`config.mk`:
```
export PLATFORM = sky130hd
export DESIGN_NAME = pipeline_exec_ctrl_flat
export DESIGN_NICKNAME = d
export VERILOG_FILES = /design/src/rtl/pipeline_ctrl_pkg.sv /design/src/rtl/pipeline_exec_ctrl_if.sv /design/src/rtl/exec_cycle_counter.sv /design/src/rtl/pipeline_exec_ctrl.sv /design/src/flat_wrapper.sv
export SDC_FILE = /design/constraint.sdc
export NUM_CORES = 1
export LEC_CHECK = 0
export CAP_MARGIN = 20
export CORE_MARGIN = 2
export CORE_UTILIZATION = 49
export DETAILED_ROUTE_END_ITERATION = 7
export GPL_TIMING_DRIVEN = 0
export PLACE_DENSITY = 0.86
export SYNTH_ARGS = -nofsm -noshare
export SYNTH_HDL_FRONTEND = slang
export SYNTH_SLANG_ARGS = --single-unit
```
`constraint.sdc`:
```
create_clock -name i_clk -period 2.67 [get_ports i_clk]
set_input_delay 0.6675 -clock i_clk [delete_from_list [all_inputs] [get_ports i_clk]]
set_output_delay 0.6675 -clock i_clk [all_outputs]
set_load 0.005 [all_outputs]
```
`src/rtl/pipeline_ctrl_pkg.sv`:
```
// Shared encodings for the pipeline execution controller and the debug front end.
package pipeline_ctrl_pkg;

  localparam int unsigned STATE_W = 3;
  localparam int unsigned CMD_W   = 2;
  localparam int unsigned DRAIN_W = 4;

  localparam logic [STATE_W-1:0] ST_IDLE  = 3'd0;
  localparam logic [STATE_W-1:0] ST_RUN   = 3'd1;
  localparam logic [STATE_W-1:0] ST_STEP  = 3'd2;
  localparam logic [STATE_W-1:0] ST_DRAIN = 3'd3;
  localparam logic [STATE_W-1:0] ST_DONE  = 3'd4;

  localparam logic [CMD_W-1:0] CMD_NOP   = 2'b00;
  localparam logic [CMD_W-1:0] CMD_RUN   = 2'b01;
  localparam logic [CMD_W-1:0] CMD_STEP  = 2'b10;
  localparam logic [CMD_W-1:0] CMD_ABORT = 2'b11;

  // Enough drain cycles for HALT in ID to retire through WB.
  localparam int unsigned DRAIN_CYCLES_DEF = 4;

  function automatic logic state_enabled(input logic [STATE_W-1:0] st);
    return (st == ST_RUN) || (st == ST_STEP) || (st == ST_DRAIN);
  endfunction

  function automatic logic state_ready(input logic [STATE_W-1:0] st);
    return (st == ST_IDLE) || (st == ST_RUN) || (st == ST_DONE);
  endfunction

endpackage

```
`src/rtl/pipeline_exec_ctrl_if.sv`:
```
// Command/status bundle between the debug front end and the execution controller.
interface pipeline_exec_ctrl_if #(
  parameter int unsigned CNT_BITS = 32
);
  import pipeline_ctrl_pkg::*;

  logic                 i_cmd_valid;
  logic [CMD_W-1:0]     i_cmd;
  logic                 o_cmd_ready;
  logic                 i_halt_id;
  logic                 o_pipe_en;
  logic                 o_busy;
  logic                 o_step_ack;
  logic                 o_done;
  logic [STATE_W-1:0]   o_state;
  logic [CNT_BITS-1:0]  o_cycle_count;

  modport master (
    output i_cmd_valid, i_cmd, i_halt_id,
    input  o_cmd_ready, o_pipe_en, o_busy, o_step_ack, o_done, o_state, o_cycle_count
  );

  modport slave (
    input  i_cmd_valid, i_cmd, i_halt_id,
    output o_cmd_ready, o_pipe_en, o_busy, o_step_ack, o_done, o_state, o_cycle_count
  );

endinterface

```
`src/rtl/exec_cycle_counter.sv`:
```
// Saturating cycle counter with enable and synchronous clear (clear has priority).
module exec_cycle_counter #(
  parameter int unsigned WIDTH = 32
) (
  input  logic             clk,
  input  logic             rst_n,
  input  logic             en,
  input  logic             clr,
  output logic [WIDTH-1:0] count
);

  always_ff @(posedge clk or negedge rst_n) begin
    if (!rst_n) begin
      count <= '0;
    end else if (clr) begin
      count <= '0;
    end else if (en && (count != {WIDTH{1'b1}})) begin
      count <= count + WIDTH'(1);
    end
  end

endmodule

```
`src/rtl/pipeline_exec_ctrl.sv`:
```
// Run / single-step / halt-drain sequencer producing the global pipeline enable.
module pipeline_exec_ctrl
  import pipeline_ctrl_pkg::*;
#(
  parameter int unsigned DRAIN_CYCLES = DRAIN_CYCLES_DEF,
  parameter int unsigned CNT_BITS     = 32
) (
  input  logic                  i_clk,
  input  logic                  i_reset_n,
  pipeline_exec_ctrl_if.slave   bus
);

  logic [STATE_W-1:0] state_q, state_d;
  logic [DRAIN_W-1:0] drain_q, drain_d;
  logic               pipe_en_q;
  logic               cmd_ready_q;
  logic               step_ack_q, step_ack_d;
  logic               done_q, done_d;
  logic               cmd_acc_c;
  logic               cnt_clr_c;

  // Next-state and pulse decisions.
  always_comb begin
    state_d    = state_q;
    drain_d    = drain_q;
    step_ack_d = 1'b0;
    cnt_clr_c  = 1'b0;
    cmd_acc_c  = bus.i_cmd_valid && cmd_ready_q;

    case (state_q)
      ST_IDLE: begin
        if (cmd_acc_c) begin
          case (bus.i_cmd)
            CMD_RUN:  state_d = ST_RUN;
            CMD_STEP: state_d = ST_STEP;
            default:  state_d = ST_IDLE;
          endcase
        end
      end
      ST_RUN: begin
        // ABORT outranks a simultaneous HALT.
        if (cmd_acc_c && (bus.i_cmd == CMD_ABORT)) begin
          state_d = ST_IDLE;
        end else if (bus.i_halt_id) begin
          state_d = ST_DRAIN;
          drain_d = DRAIN_W'(DRAIN_CYCLES);
        end
      end
      ST_STEP: begin
        if (bus.i_halt_id) begin
          state_d = ST_DRAIN;
          drain_d = DRAIN_W'(DRAIN_CYCLES);
        end else begin
          state_d    = ST_IDLE;
          step_ack_d = 1'b1;
        end
      end
      ST_DRAIN: begin
        if (drain_q <= DRAIN_W'(1)) begin
          state_d = ST_DONE;
          drain_d = '0;
        end else begin
          drain_d = drain_q - DRAIN_W'(1);
        end
      end
      ST_DONE: begin
        if (cmd_acc_c && (bus.i_cmd == CMD_ABORT)) begin
          state_d   = ST_IDLE;
          cnt_clr_c = 1'b1;
        end
      end
      default: begin
        state_d = ST_IDLE;
        drain_d = '0;
      end
    endcase

    done_d = (state_d == ST_DONE) && (state_q != ST_DONE);
  end

  // State and registered output decodes.
  always_ff @(posedge i_clk or negedge i_reset_n) begin
    if (!i_reset_n) begin
      state_q     <= ST_IDLE;
      drain_q     <= '0;
      pipe_en_q   <= 1'b0;
      cmd_ready_q <= 1'b1;
      step_ack_q  <= 1'b0;
      done_q      <= 1'b0;
    end else begin
      state_q     <= state_d;
      drain_q     <= drain_d;
      pipe_en_q   <= state_enabled(state_d);
      cmd_ready_q <= state_ready(state_d);
      step_ack_q  <= step_ack_d;
      done_q      <= done_d;
    end
  end

  exec_cycle_counter #(
    .WIDTH (CNT_BITS)
  ) u_cycle_counter (
    .clk   (i_clk),
    .rst_n (i_reset_n),
    .en    (pipe_en_q),
    .clr   (cnt_clr_c),
    .count (bus.o_cycle_count)
  );

  assign bus.o_pipe_en   = pipe_en_q;
  assign bus.o_busy      = pipe_en_q;
  assign bus.o_cmd_ready = cmd_ready_q;
  assign bus.o_step_ack  = step_ack_q;
  assign bus.o_done      = done_q;
  assign bus.o_state     = state_q;

endmodule

```
`src/flat_wrapper.sv`:
```
// flat-port wrapper written by rule: the top's interface ports become plain ports
module pipeline_exec_ctrl_flat import pipeline_ctrl_pkg::*;
#(
  parameter int unsigned DRAIN_CYCLES = DRAIN_CYCLES_DEF,
  parameter int unsigned CNT_BITS     = 32
)
  (i_clk, i_reset_n, bus_i_cmd_valid, bus_i_cmd, bus_i_halt_id, bus_o_cmd_ready, bus_o_pipe_en, bus_o_busy, bus_o_step_ack, bus_o_done, bus_o_state, bus_o_cycle_count);
  pipeline_exec_ctrl_if #(.CNT_BITS(CNT_BITS)) bus_i ();
  input  logic i_clk;
  input  logic i_reset_n;
  input wire logic [$bits(bus_i.i_cmd_valid)-1:0] bus_i_cmd_valid;
  input wire logic [$bits(bus_i.i_cmd)-1:0] bus_i_cmd;
  input wire logic [$bits(bus_i.i_halt_id)-1:0] bus_i_halt_id;
  output wire logic [$bits(bus_i.o_cmd_ready)-1:0] bus_o_cmd_ready;
  output wire logic [$bits(bus_i.o_pipe_en)-1:0] bus_o_pipe_en;
  output wire logic [$bits(bus_i.o_busy)-1:0] bus_o_busy;
  output wire logic [$bits(bus_i.o_step_ack)-1:0] bus_o_step_ack;
  output wire logic [$bits(bus_i.o_done)-1:0] bus_o_done;
  output wire logic [$bits(bus_i.o_state)-1:0] bus_o_state;
  output wire logic [$bits(bus_i.o_cycle_count)-1:0] bus_o_cycle_count;
  assign bus_i.i_cmd_valid = bus_i_cmd_valid;
  assign bus_i.i_cmd = bus_i_cmd;
  assign bus_i.i_halt_id = bus_i_halt_id;
  assign bus_o_cmd_ready = bus_i.o_cmd_ready;
  assign bus_o_pipe_en = bus_i.o_pipe_en;
  assign bus_o_busy = bus_i.o_busy;
  assign bus_o_step_ack = bus_i.o_step_ack;
  assign bus_o_done = bus_i.o_done;
  assign bus_o_state = bus_i.o_state;
  assign bus_o_cycle_count = bus_i.o_cycle_count;
  pipeline_exec_ctrl #(.DRAIN_CYCLES(DRAIN_CYCLES), .CNT_BITS(CNT_BITS)) u_core (.i_clk(i_clk), .i_reset_n(i_reset_n), .bus(bus_i));
endmodule
```
# Word level (Yosys, flattened, before mapping)
# Cells that the tools add are included.
# totals
output_inout_bits	40
ramBits	0
ff_bits	43
mem_bits_ro	0
latch_bits	0
wordCells	56
inputBits	6
n_memories	0
# classes
order_cmp	1
n_mux	18
n_mul	0
n_reduce_logical	13
bitwise_logic	1
shift	0
eq_ne	14
addsub	2
div_mod_pow	0
# op_table
cell	n
two-way mux 32 bit	2
adder 32 x 1 -> 32 bit (second input constant)	1
!= test 32 bit (second input constant)	1
one-hot mux 4 bit (4 select lines)	1
two-way mux 3 bit	5
one-hot mux 3 bit (5 select lines)	1
equality test 3 x 2 -> 1 bit (second input constant)	4
two-way mux 4 bit	3
equality test 3 x 1 -> 1 bit (second input constant)	2
equality test 3 bit (second input constant)	2
zero test 3 bit	2
equality test 2 bit (second input constant)	2
less-or-equal comparator 4 x 1 -> 1 bit (second input constant)	1
logical AND 1 bit	4
logical OR 1 bit	4
two-way mux 1 bit	4
one-hot mux 2 bit (2 select lines)	1
subtractor 4 x 1 -> 4 bit (second input constant)	1
!= test 3 bit (second input constant)	1
equality test 2 x 1 -> 1 bit (second input constant)	1
two-way mux 2 bit	1
!= test 2 bit (second input constant)	1
AND reduction 2 bit	1
nonzero test 2 bit	1
2 further kinds	2

# Longest topological paths before layout
# Gate-level depths: netlist (run 1).
# depth
ltp_word	7
ltp_mapped	7
depth_no_buf	7

# Modules after synthesis
# Synthesis (run 1) repeated with hierarchy kept, for this count alone.
# hier_totals
hier_cells	260
area_unflattened_um2	2493.6
# modules_own_cells
mod	seq_area_each_um2	instances	cells_each	area_each_um2
exec_cycle_counter	800.8	1	198	1854.3
pipeline_exec_ctrl	276.5	1	62	639.4

# Worst setup path after synthesis (run 1)
# No wires, ideal clock.
# synth_timing
kind	flip-flop to flip-flop
startpoint	register u_core.u_cycle_counter.count[0]
endpoint	register u_core.u_cycle_counter.count[28]
synth_period_minus_slack_ns	2.008
path_buffers	1
path_stages_with_launch	8
t_required_ns	2.592
setup_slack_ns	0.662
setup_time_ns	0.078
arrival_ns	1.930
path_cell_list	dfrtp_1 ha_1 and3_1 buf_2 nand4_1 or4_4 or3_1 a21oi_1
# synth_between
elab_chain_cells	3
word_cells_on_any_way	6
classes_between	1 x add/sub; 1 x eq/ne; 2 x mux; 2 x reduce/logical
# synth_rtl
item	line	text
start, declared	exec_cycle_counter.sv:9	output logic [WIDTH-1:0] count
start signal, assigned	exec_cycle_counter.sv:18	count <= count + WIDTH'(1);
adder 32 x 1 -> 32 bit or != test 32 bit (tied branches)	exec_cycle_counter.sv:18, exec_cycle_counter.sv:17	
two-way mux 32 bit or logical AND 1 bit (tied branches)	exec_cycle_counter.sv:17	end else if (en && (count != {WIDTH{1'b1}})) begin
two-way mux 32 bit or nonzero test 2 bit (tied branches)	-	
# Several ways; a longest one is shown, not always the timed one. The select of a mux whose other input is x is not followed.
# A chain may end at the register's enable or synchronous reset.

# Worst setup path in the final report (run 1)
# layout_timing
startpoint	input port bus_i_cmd[0]
endpoint	register u_core.u_cycle_counter.count[28]
# layout_between
elab_chain_cells	5
word_cells_on_any_way	6
classes_between	1 x eq/ne; 3 x mux; 2 x reduce/logical
# layout_rtl
item	line	text
start, declared	flat_wrapper.sv:12	input wire logic [$bits(bus_i.i_cmd)-1:0] bus_i_cmd;
equality test 2 bit (*)	pipeline_exec_ctrl.sv:67	if (cmd_acc_c && (bus.i_cmd == CMD_ABORT)) begin
logical AND 1 bit (*)	pipeline_exec_ctrl.sv:67	
two-way mux 1 bit (*)	pipeline_exec_ctrl.sv:67	
two-way mux 1 bit (*)	pipeline_exec_ctrl.sv:30	case (state_q)
two-way mux 32 bit or nonzero test 2 bit (tied branches)	-	
# Mark *: on every way between the ends. The rest lies on a longest branch, timed or not.

==> impl_metrics.sql, run 1 <==
INSERT INTO impl_metrics (metric_group, metric, value, unit) VALUES
('outcome', 'outcome', 'finished, final reports clean', ''),
('worst_setup_path', 'r2r_setup_slack', '0.43', 'ns'),
('cells_and_area', 'area.growth.synth_to_final', '27.6', '%'),
('place', 'dp.final_hpwl', '4.12', 'mm'),
('synthesis', 'async_flop_share', '1.00', ''),
('synthesis', 'yosysUniqueCellTypes', '49', ''),
('synthesis', 'synth_fp_nets', '280', ''),
('cells_and_area', 'insertedDiodeCount', '0', ''),
('synthesis', 'synth_enable_flop_cells', '0', ''),
('synthesis', 'synth_sequential_area_ratio', '0.444', ''),
('synthesis', 'synth_flop_type', 'sky130_fd_sc_hd__dfrtp_1', ''),
('sta', 'maxSlewViolCount', '0', ''),
('die', 'fp.dieH', '74.4', 'um'),
('worst_setup_path', 'crit_path_max_incr_delay', '0.52', 'ns'),
('pwr', 'power.share.clock', '0.154', ''),
('drt', 'wl', '5.56', 'mm'),
('worst_setup_path', 'cp.buffers_inverters', '3', ''),
('global_route', 'first_global_vias', '2070', ''),
('place', 'place_congestion', '0.847', ''),
('die', 'initial_core_util', '0.511', ''),
('drt', 'drt_first_pass_iters', '4', ''),
('pwr', 'total_switching_power', '1.26', 'mW'),
('synthesis', 'syn_inst', '271', ''),
('sta', 'period_needed', '2.44', 'ns'),
('drt', 'count_of_routing_violations_after_the_opening_detailed_route_iteration', '180', ''),
('clock_tree', 'clk-insertion-delay-late', '0.30', 'ns'),
('clock_tree', 'postCtsResizedCells', '0', ''),
('global_route', 'antenna_found_initial', '0', ''),
('worst_setup_path', 'critical-path-slowest-cell', 'sky130_fd_sc_hd__clkdlybuf4s50_1', ''),
('place', 'buffer_ports.inserted', '45', ''),
('sta', 'post-route-period-util', '0.916', ''),
('global_route', 'grt-ovfl-total', '0', ''),
('sta', 'post-route-worst-setup-slack', '0.225', 'ns'),
('pwr', 'p_sw_frac', '0.378', ''),
('drt', 'via_count', '2250', ''),
('cells_and_area', 'fill_cells', '398', ''),
('worst_setup_path', 'critical_path.endpoint_type', 'flip-flop', ''),
('worst_setup_path', 'worst-endpoint-required', '2.83', 'ns'),
('clock_tree', 'tritoncts', 'done', ''),
('drt', 'route.detailed.wl_per_inst', '14.2', 'um'),
('cells_and_area', 'final_area', '3100', 'sq um'),
('clock_tree', 'ctsHoldBuffers', '0', ''),
('die', 'fp.coreArea', '4750', 'sq um'),
('worst_setup_path', 'crit_chain', 'clkdlybuf4s50_1 > and4_1 > and3_1 > clkbuf_1 > clkbuf_1 > a21oi_1', ''),
('worst_setup_path', 'timing.critical_path.mode_cell', 'sky130_fd_sc_hd__clkbuf_1', ''),
('worst_setup_path', 'worst_r2r_path_depth', '5', ''),
('pwr', 'cellLeakagePower', '1.22', 'nW'),
('sta', 'timing.final.hold_violations', '0', ''),
('drt', 'final_antenna_net_count', '0', ''),
('global_route', 'wire_length_of_the_first_global_routing_pass', '9.40', 'mm'),
('clock_tree', 'numCtsBuffers', '5', ''),
('job', 'max_cap_violations', '0', ''),
('place', 'place.detailed.instances', '384', ''),
('die', 'fp.dieArea', '5540', 'sq um'),
('sta', 'max_slew.worst_pin.slew', '1.04', 'ns'),
('worst_setup_path', 'r2r-start', 'u_core.u_cycle_counter.count[18]', ''),
('pwr', 'report.power.total', '3.33', 'mW'),
('cells_and_area', 'post_route_cells_drive_above_1_share', '0.0800', ''),
('clock_tree', 'clock_path_buffers', '2', ''),
('min_path', 'holdCritPathClass', 'input port to asynchronous set/reset pin', ''),
('global_route', 'globalRouteTotalUtil', '0.217', ''),
('worst_setup_path', 'startpoint_type', 'input port', ''),
('place', 'place_worst_setup_slack', '-0.101', 'ns'),
('worst_setup_path', 'cp_top_family', 'buffers and inverters', ''),
('clock_tree', 'clock_tree.htree_level_count', '2', ''),
('pwr', 'power_frac_seq', '0.400', ''),
('cells_and_area', 'final_cells', '392', ''),
('drt', 'vias_per_cell', '5.74', ''),
('sta', 'grt_setup_unrepaired', 'false', ''),
('drt', 'drt_drc_violations_left', '0', ''),
('die', 'ioPinCount', '46', '');
routing by layer:
layer	track usage	routed length [um]
met1	0.289	2540
met2	0.349	2650
met3	0.0515	314
met4	0.0774	61
met5	0	0
logic make-up (layout without fill, tap and decap cells):
logic type                 after synthesis  after routing  synth area share
buffers and inverters                   21             75            0.0366
xor gates and xnor gates                 9              9            0.0325
AOI/OAI and AO/OA                       57             57             0.142
adders and majority gates                3              3            0.0155
muxes                                    4              4            0.0165
and+or+nand+nor                        134            134             0.314
DFF                                     43             43             0.444
synth_stat cells (all sizes together) (2+ instances only):
master  instances  area, sq um
o21ai          20          100
ha              3         37.5
nand3b          4         30.0
o31ai           2         15.0
xor2            2         17.5
a31oi           3         25.0
and4            6         53.8
clkbuf          9         33.8
nand3          10         67.6
dfrtp          42         1050
nand4          16          100
mux2i           4         40.0
buf             5         28.8
o21a            2         15.0
xnor2           7         61.3
or4             5         41.3
nor2           20         75.1
and2            2         12.5
nand4b          2         17.5
a21oi          19         95.1
nor2b           3         18.8
nor3            3         15.0
and3            4         25.0
nor4            7         50.1
inv             7         26.3
or3            12         75.1
a31o            4         35.0
nand2          30          113
or2             2         12.5
nand2b          6         37.5
how the worst max path moves through the flow:
stage / slack, ns / startpoint / to / cells past startpoint
floorplan: 0.66 / u_core.u_cycle_counter.count[0] / u_core.u_cycle_counter.count[28] / 7
global placement: -0.16 / i_reset_n / u_core.u_cycle_counter.count[14] / 1
detailed placement: -0.10 / bus_i_cmd[0] / u_core.u_cycle_counter.count[13] / 6
CTS: 0.21 / bus_i_cmd[0] / u_core.u_cycle_counter.count[13] / 6
global route: 0.08 / bus_i_cmd[1] / u_core.u_cycle_counter.count[21] / 6
finish: 0.23 / bus_i_cmd[0] / u_core.u_cycle_counter.count[28] / 6
flip-flops by register name, indices dropped and copies added, names as in the netlist:
signal,count
u_core.drain_q,4
u_core.bus.o_done,1
u_core.bus.o_busy,1
u_core.bus.o_state,3
u_core.bus.o_cmd_ready,1
u_core.bus.o_step_ack,1
u_core.u_cycle_counter.count,32
placed cells by master (no fill, tap or decap), types with 2 or more instances in the layout:
| cell | netlist | layout |
|---|---|---|
| sky130_fd_sc_hd__a31oi_1 | 2 | 2 |
| sky130_fd_sc_hd__clkbuf_1 | 9 | 9 |
| sky130_fd_sc_hd__a21oi_1 | 19 | 19 |
| sky130_fd_sc_hd__inv_1 | 7 | 7 |
| sky130_fd_sc_hd__xnor2_1 | 7 | 7 |
| sky130_fd_sc_hd__or4_1 | 4 | 4 |
| sky130_fd_sc_hd__and4_1 | 5 | 5 |
| sky130_fd_sc_hd__nand2_1 | 30 | 30 |
| sky130_fd_sc_hd__nand4_1 | 16 | 16 |
| sky130_fd_sc_hd__nor2b_1 | 3 | 3 |
| sky130_fd_sc_hd__a31o_2 | 4 | 4 |
| sky130_fd_sc_hd__nand2b_1 | 6 | 6 |
| sky130_fd_sc_hd__o31ai_1 | 2 | 2 |
| sky130_fd_sc_hd__buf_2 | 2 | 3 |
| sky130_fd_sc_hd__buf_4 | 2 | 2 |
| sky130_fd_sc_hd__dfrtp_1 | 42 | 42 |
| sky130_fd_sc_hd__clkdlybuf4s50_1 | 0 | 44 |
| sky130_fd_sc_hd__clkbuf_8 | 0 | 5 |
| sky130_fd_sc_hd__or3_1 | 12 | 12 |
| sky130_fd_sc_hd__nor4_1 | 6 | 6 |
| sky130_fd_sc_hd__o21a_1 | 2 | 2 |
| sky130_fd_sc_hd__nand4b_1 | 2 | 2 |
| sky130_fd_sc_hd__nor3_1 | 3 | 3 |
| sky130_fd_sc_hd__o21ai_0 | 20 | 20 |
| sky130_fd_sc_hd__nand3_1 | 8 | 8 |
| sky130_fd_sc_hd__and2_1 | 2 | 2 |
| sky130_fd_sc_hd__nor2_1 | 20 | 20 |
| sky130_fd_sc_hd__xor2_1 | 2 | 2 |
| sky130_fd_sc_hd__mux2i_1 | 4 | 4 |
| sky130_fd_sc_hd__and3_1 | 4 | 4 |
| sky130_fd_sc_hd__ha_1 | 3 | 3 |
| sky130_fd_sc_hd__nand3b_1 | 4 | 4 |
per-stage QoR:
stage	setup TNS, ns	hold WS (ns)	utilization
after floorplan	0	0.372	-
after global placement	-7.38	0.494	0.623
after detailed placement	-1.60	0.504	0.628
after CTS	0	0.345	0.652
after global routing	0	0.378	0.652
final	0	0.332	0.652
power groups by stage:
stage | clock network (mW) | logic (mW) | registers, mW
after floorplan | 0 | 0.729 | 1.28
final | 0.513 | 1.48 | 1.33
after global placement | 0 | 1.43 | 1.32
after detailed placement | 0 | 1.49 | 1.34
after CTS | 0.519 | 1.49 | 1.33
after global routing | 0.545 | 1.67 | 1.39
area by class of cell:
cell class,instances,area [sq um],area share
plain buffers,14,62.6,0.0202
multi-input cells,207,1260,0.408
flip-flops and latches,43,1080,0.348
clock buffers,5,68.8,0.0222
inverters,7,26.3,0.00848
well taps,67,83.8,0.0271
clock inverters,3,43.8,0.0141
repair buffers,46,473,0.153
Note: power is estimated with default switching activity, not from simulation.
==> inputs of run 2 (changes only) <==
--- a/config.mk
+++ b/config.mk
@@ -10,7 +10,7 @@
 export CORE_UTILIZATION = 49
 export DETAILED_ROUTE_END_ITERATION = 7
 export GPL_TIMING_DRIVEN = 0
-export PLACE_DENSITY = 0.86
+export PLACE_DENSITY = 0.76
 export SYNTH_ARGS = -nofsm -noshare
 export SYNTH_HDL_FRONTEND = slang
 export SYNTH_SLANG_ARGS = --single-unit
==> constraint.sdc (replaced) <==
create_clock -name i_clk -period 2.9 [get_ports i_clk]
set_input_delay 0.725 -clock i_clk [delete_from_list [all_inputs] [get_ports i_clk]]
set_output_delay 0.725 -clock i_clk [all_outputs]
set_load 0.005 [all_outputs]
==> run 2 against run 1 <==
Critical path depth unchanged. Combinational power decreased by 9%. Routed wire length down 2.3%. Register-to-register slack gained 0.22 ns. First-iteration DRC count fell by 42%. Hold slack better by 0.040 ns. Via count fell by 1.0%. Power is 12% lower. Utilization fell by 0.74 points. Flip-flop and latch count is the same. Global-route usage shrank 0.22 points. Critical endpoint is now u_core.u_cycle_counter.count[23].
==> impl_metrics.sql, run 2 (synthesis results as in run 1) <==
INSERT INTO impl_metrics (metric_group, metric, value, unit) VALUES
('cells_and_area', 'final_cells', '392', ''),
('cells_and_area', 'largest_reg_flops', '32', ''),
('job', 'max_cap_violations', '0', ''),
('sta', 'relSlewSlack', '0.290', ''),
('global_route', 'globalRouteTotalUtil', '0.215', ''),
('sta', 'max_slew.worst_pin.slew', '1.05', 'ns'),
('global_route', 'first_global_vias', '1997', ''),
('global_route', 'grt_max_degree', '25', ''),
('clock_tree', 'clk-insertion-delay-late', '0.30', 'ns'),
('worst_setup_path', 'critical-path-slowest-cell', 'sky130_fd_sc_hd__clkdlybuf4s50_1', ''),
('pwr', 'power_per_cell_area', '960', 'nW/um^2'),
('cells_and_area', 'layout.cells.most_common', 'sky130_fd_sc_hd__clkdlybuf4s50_1', ''),
('clock_tree', 'clock_sinks', '43', ''),
('place', 'buffer_ports.inserted', '45', ''),
('sta', 'setup-violations-final', '0', ''),
('drt', 'drt_drc_violations_left', '0', ''),
('cells_and_area', 'fin_util', '0.644', ''),
('cells_and_area', 'insertedDiodeCount', '0', ''),
('place', 'place.detailed.instances', '384', ''),
('die', 'fp.coreArea', '4750', 'sq um'),
('drt', 'count_of_routing_violations_after_the_opening_detailed_route_iteration', '105', ''),
('drt', 'drt_first_pass_iters', '4', ''),
('die', 'initial_core_util', '0.511', ''),
('clock_tree', 'clkSlewWorstSetupHoldPaths', '0.08', 'ns'),
('worst_setup_path', 'worstSetupEndpoint', 'u_core.u_cycle_counter.count[23]', ''),
('sta', 'fmax', '392', 'MHz'),
('die', 'fp.dieArea', '5540', 'sq um'),
('pwr', 'max-vdd-ir-drop', '0.514', 'mV'),
('clock_tree', 'clockRootBuffer', 'sky130_fd_sc_hd__clkbuf_8', ''),
('cells_and_area', 'area.growth.synth_to_final', '26.1', '%'),
('drt', 'routed-wl-met3', '280', 'um'),
('worst_setup_path', 'critical_path_arrival', '2.71', 'ns'),
('global_route', 'grt-ovfl-total', '0', ''),
('drt', 'met2_wl', '2.50', 'mm'),
('drt', 'vias_per_cell', '5.68', ''),
('die', 'fp.dieW', '74.4', 'um'),
('drt', 'routed.top_layer', 'met4', ''),
('clock_tree', 'ctsHoldBuffers', '0', ''),
('worst_setup_path', 'r2r_setup_slack', '0.65', 'ns'),
('worst_setup_path', 'crit_chain', 'clkdlybuf4s50_1 > and4_1 > and3_1 > clkbuf_1 > clkbuf_1 > a21oi_1', ''),
('worst_setup_path', 'timing.critical_path.fanout_max', '10', ''),
('worst_setup_path', 'reg2reg_to', 'u_core.u_cycle_counter.count[31]', ''),
('sta', 'finClkSkew', '0.00619', 'ns'),
('outcome', 'outcome', 'finished, final reports clean', ''),
('sta', 'period_needed', '2.55', 'ns'),
('place', 'place_congestion', '0.790', ''),
('worst_setup_path', 'worstSetupStartpoint', 'bus_i_cmd[0]', ''),
('clock_tree', 'clock_path_buffers', '2', ''),
('worst_setup_path', 'r2r-start', 'u_core.u_cycle_counter.count[18]', ''),
('sta', 'maxSlewViolCount', '0', ''),
('sta', 'post-route-worst-setup-slack', '0.348', 'ns'),
('min_path', 'holdCritPathClass', 'input port to asynchronous set/reset pin', ''),
('worst_setup_path', 'worst-endpoint-required', '3.06', 'ns'),
('drt', 'via_count', '2227', ''),
('global_route', 'wire_length_of_the_first_global_routing_pass', '9.27', 'mm'),
('clock_tree', 'postCtsResizedCells', '0', ''),
('cells_and_area', 'max_flop_register', 'u_core.u_cycle_counter.count', ''),
('die', 'fp.dieH', '74.4', 'um'),
('drt', 'drt-met1-wl', '2.59', 'mm'),
('clock_tree', 'numCtsBuffers', '5', ''),
('die', 'floorplan.rows', '25', ''),
('clock_tree', 'cts_setup_buffers', '0', ''),
('pwr', 'cellLeakagePower', '1.20', 'nW'),
('die', 'ioPinCount', '46', ''),
('worst_setup_path', 'worst_r2r_path_depth', '5', ''),
('drt', 'final_antenna_net_count', '0', ''),
('cells_and_area', 'post_route_cells_drive_above_1_share', '0.0769', ''),
('sta', 'post-route-period-util', '0.880', ''),
('clock_tree', 'clock_tree.htree_level_count', '2', ''),
('sta', 'timing.final.hold_violations', '0', ''),
('drt', 'route.detailed.wl_per_inst', '13.9', 'um'),
('cells_and_area', 'final_nets', '333', ''),
('clock_tree', 'tritoncts', 'done', ''),
('worst_setup_path', 'crit_path_max_incr_delay', '0.52', 'ns'),
('worst_setup_path', 'critical_path.endpoint_type', 'flip-flop', ''),
('place', 'dp.final_hpwl', '4.05', 'mm'),
('sta', 'grt_setup_unrepaired', 'false', ''),
('drt', 'wl', '5.43', 'mm'),
('cells_and_area', 'layout_common_cells', '44 x sky130_fd_sc_hd__clkdlybuf4s50_1, 42 x sky130_fd_sc_hd__dfrtp_1, 30 x sky130_fd_sc_hd__nand2_1, 20 x sky130_fd_sc_hd__nor2_1, 20 x sky130_fd_sc_hd__o21ai_0', ''),
('place', 'place_worst_setup_slack', '0.0737', 'ns'),
('worst_setup_path', 'timing.critical_path.mode_cell', 'sky130_fd_sc_hd__clkbuf_1', ''),
('global_route', 'antenna_found_initial', '0', ''),
('worst_setup_path', 'critPathKind', 'input port to flip-flop', ''),
('worst_setup_path', 'startpoint_type', 'input port', '');
==> run 2: metal layers <==
metal,up-vias,track usage
met3,7,0.0393
met2,58,0.340
met1,1056,0.302
li1,1106,-
met4,0,0.0655
met5,-,0
==> run 2: worst min path at each step <==
stage                                             to  slack (ns)         startpoint  depth (start not counted)
detailed placement                 u_core.drain_q[1]        0.51  u_core.drain_q[1]                          2
finish              u_core.u_cycle_counter.count[20]        0.37          i_reset_n                          1
global route        u_core.u_cycle_counter.count[20]        0.41          i_reset_n                          1
floorplan                          u_core.bus.o_busy        0.43          i_reset_n                          0
CTS                  u_core.u_cycle_counter.count[5]        0.38          i_reset_n                          1
global placement                   u_core.drain_q[1]        0.50  u_core.drain_q[1]                          2
==> run 2: per-stage QoR <==
step	total power [mW]	instance area (sq um)	hold slack, ns	TNS (ns)
finish	2.94	3060	0.372	0
global route	3.21	3060	0.405	0
CTS	2.97	3060	0.382	0
detailed placement	2.58	2980	0.512	0
global placement	2.54	2960	0.500	-1.85
floorplan	1.85	2430	0.429	0
==> run 2: layout make-up <==
cell class	instances	area [sq um]
Sequential cell	43	1080
Inverter	7	26.3
Tap cell	67	83.8
Multi-Input combinational cell	207	1260
Fill cell	431	1690
Clock buffer	6	72.6
Clock inverter	2	12.5
Timing Repair Buffer	46	465
Buffer	14	62.6
==> run 2: worst max-delay path: cells and delay by family <==
kind	cells	cell delay, ns
compound gates	1	0.10
simple gates	2	0.47
buf+inv	3	1.40
==> run 2: power by group <==
part	switching (mW)	internal, mW
clock network	0.207	0.168
registers	0.347	0.876
logic	0.572	0.771
total	1.13	1.82
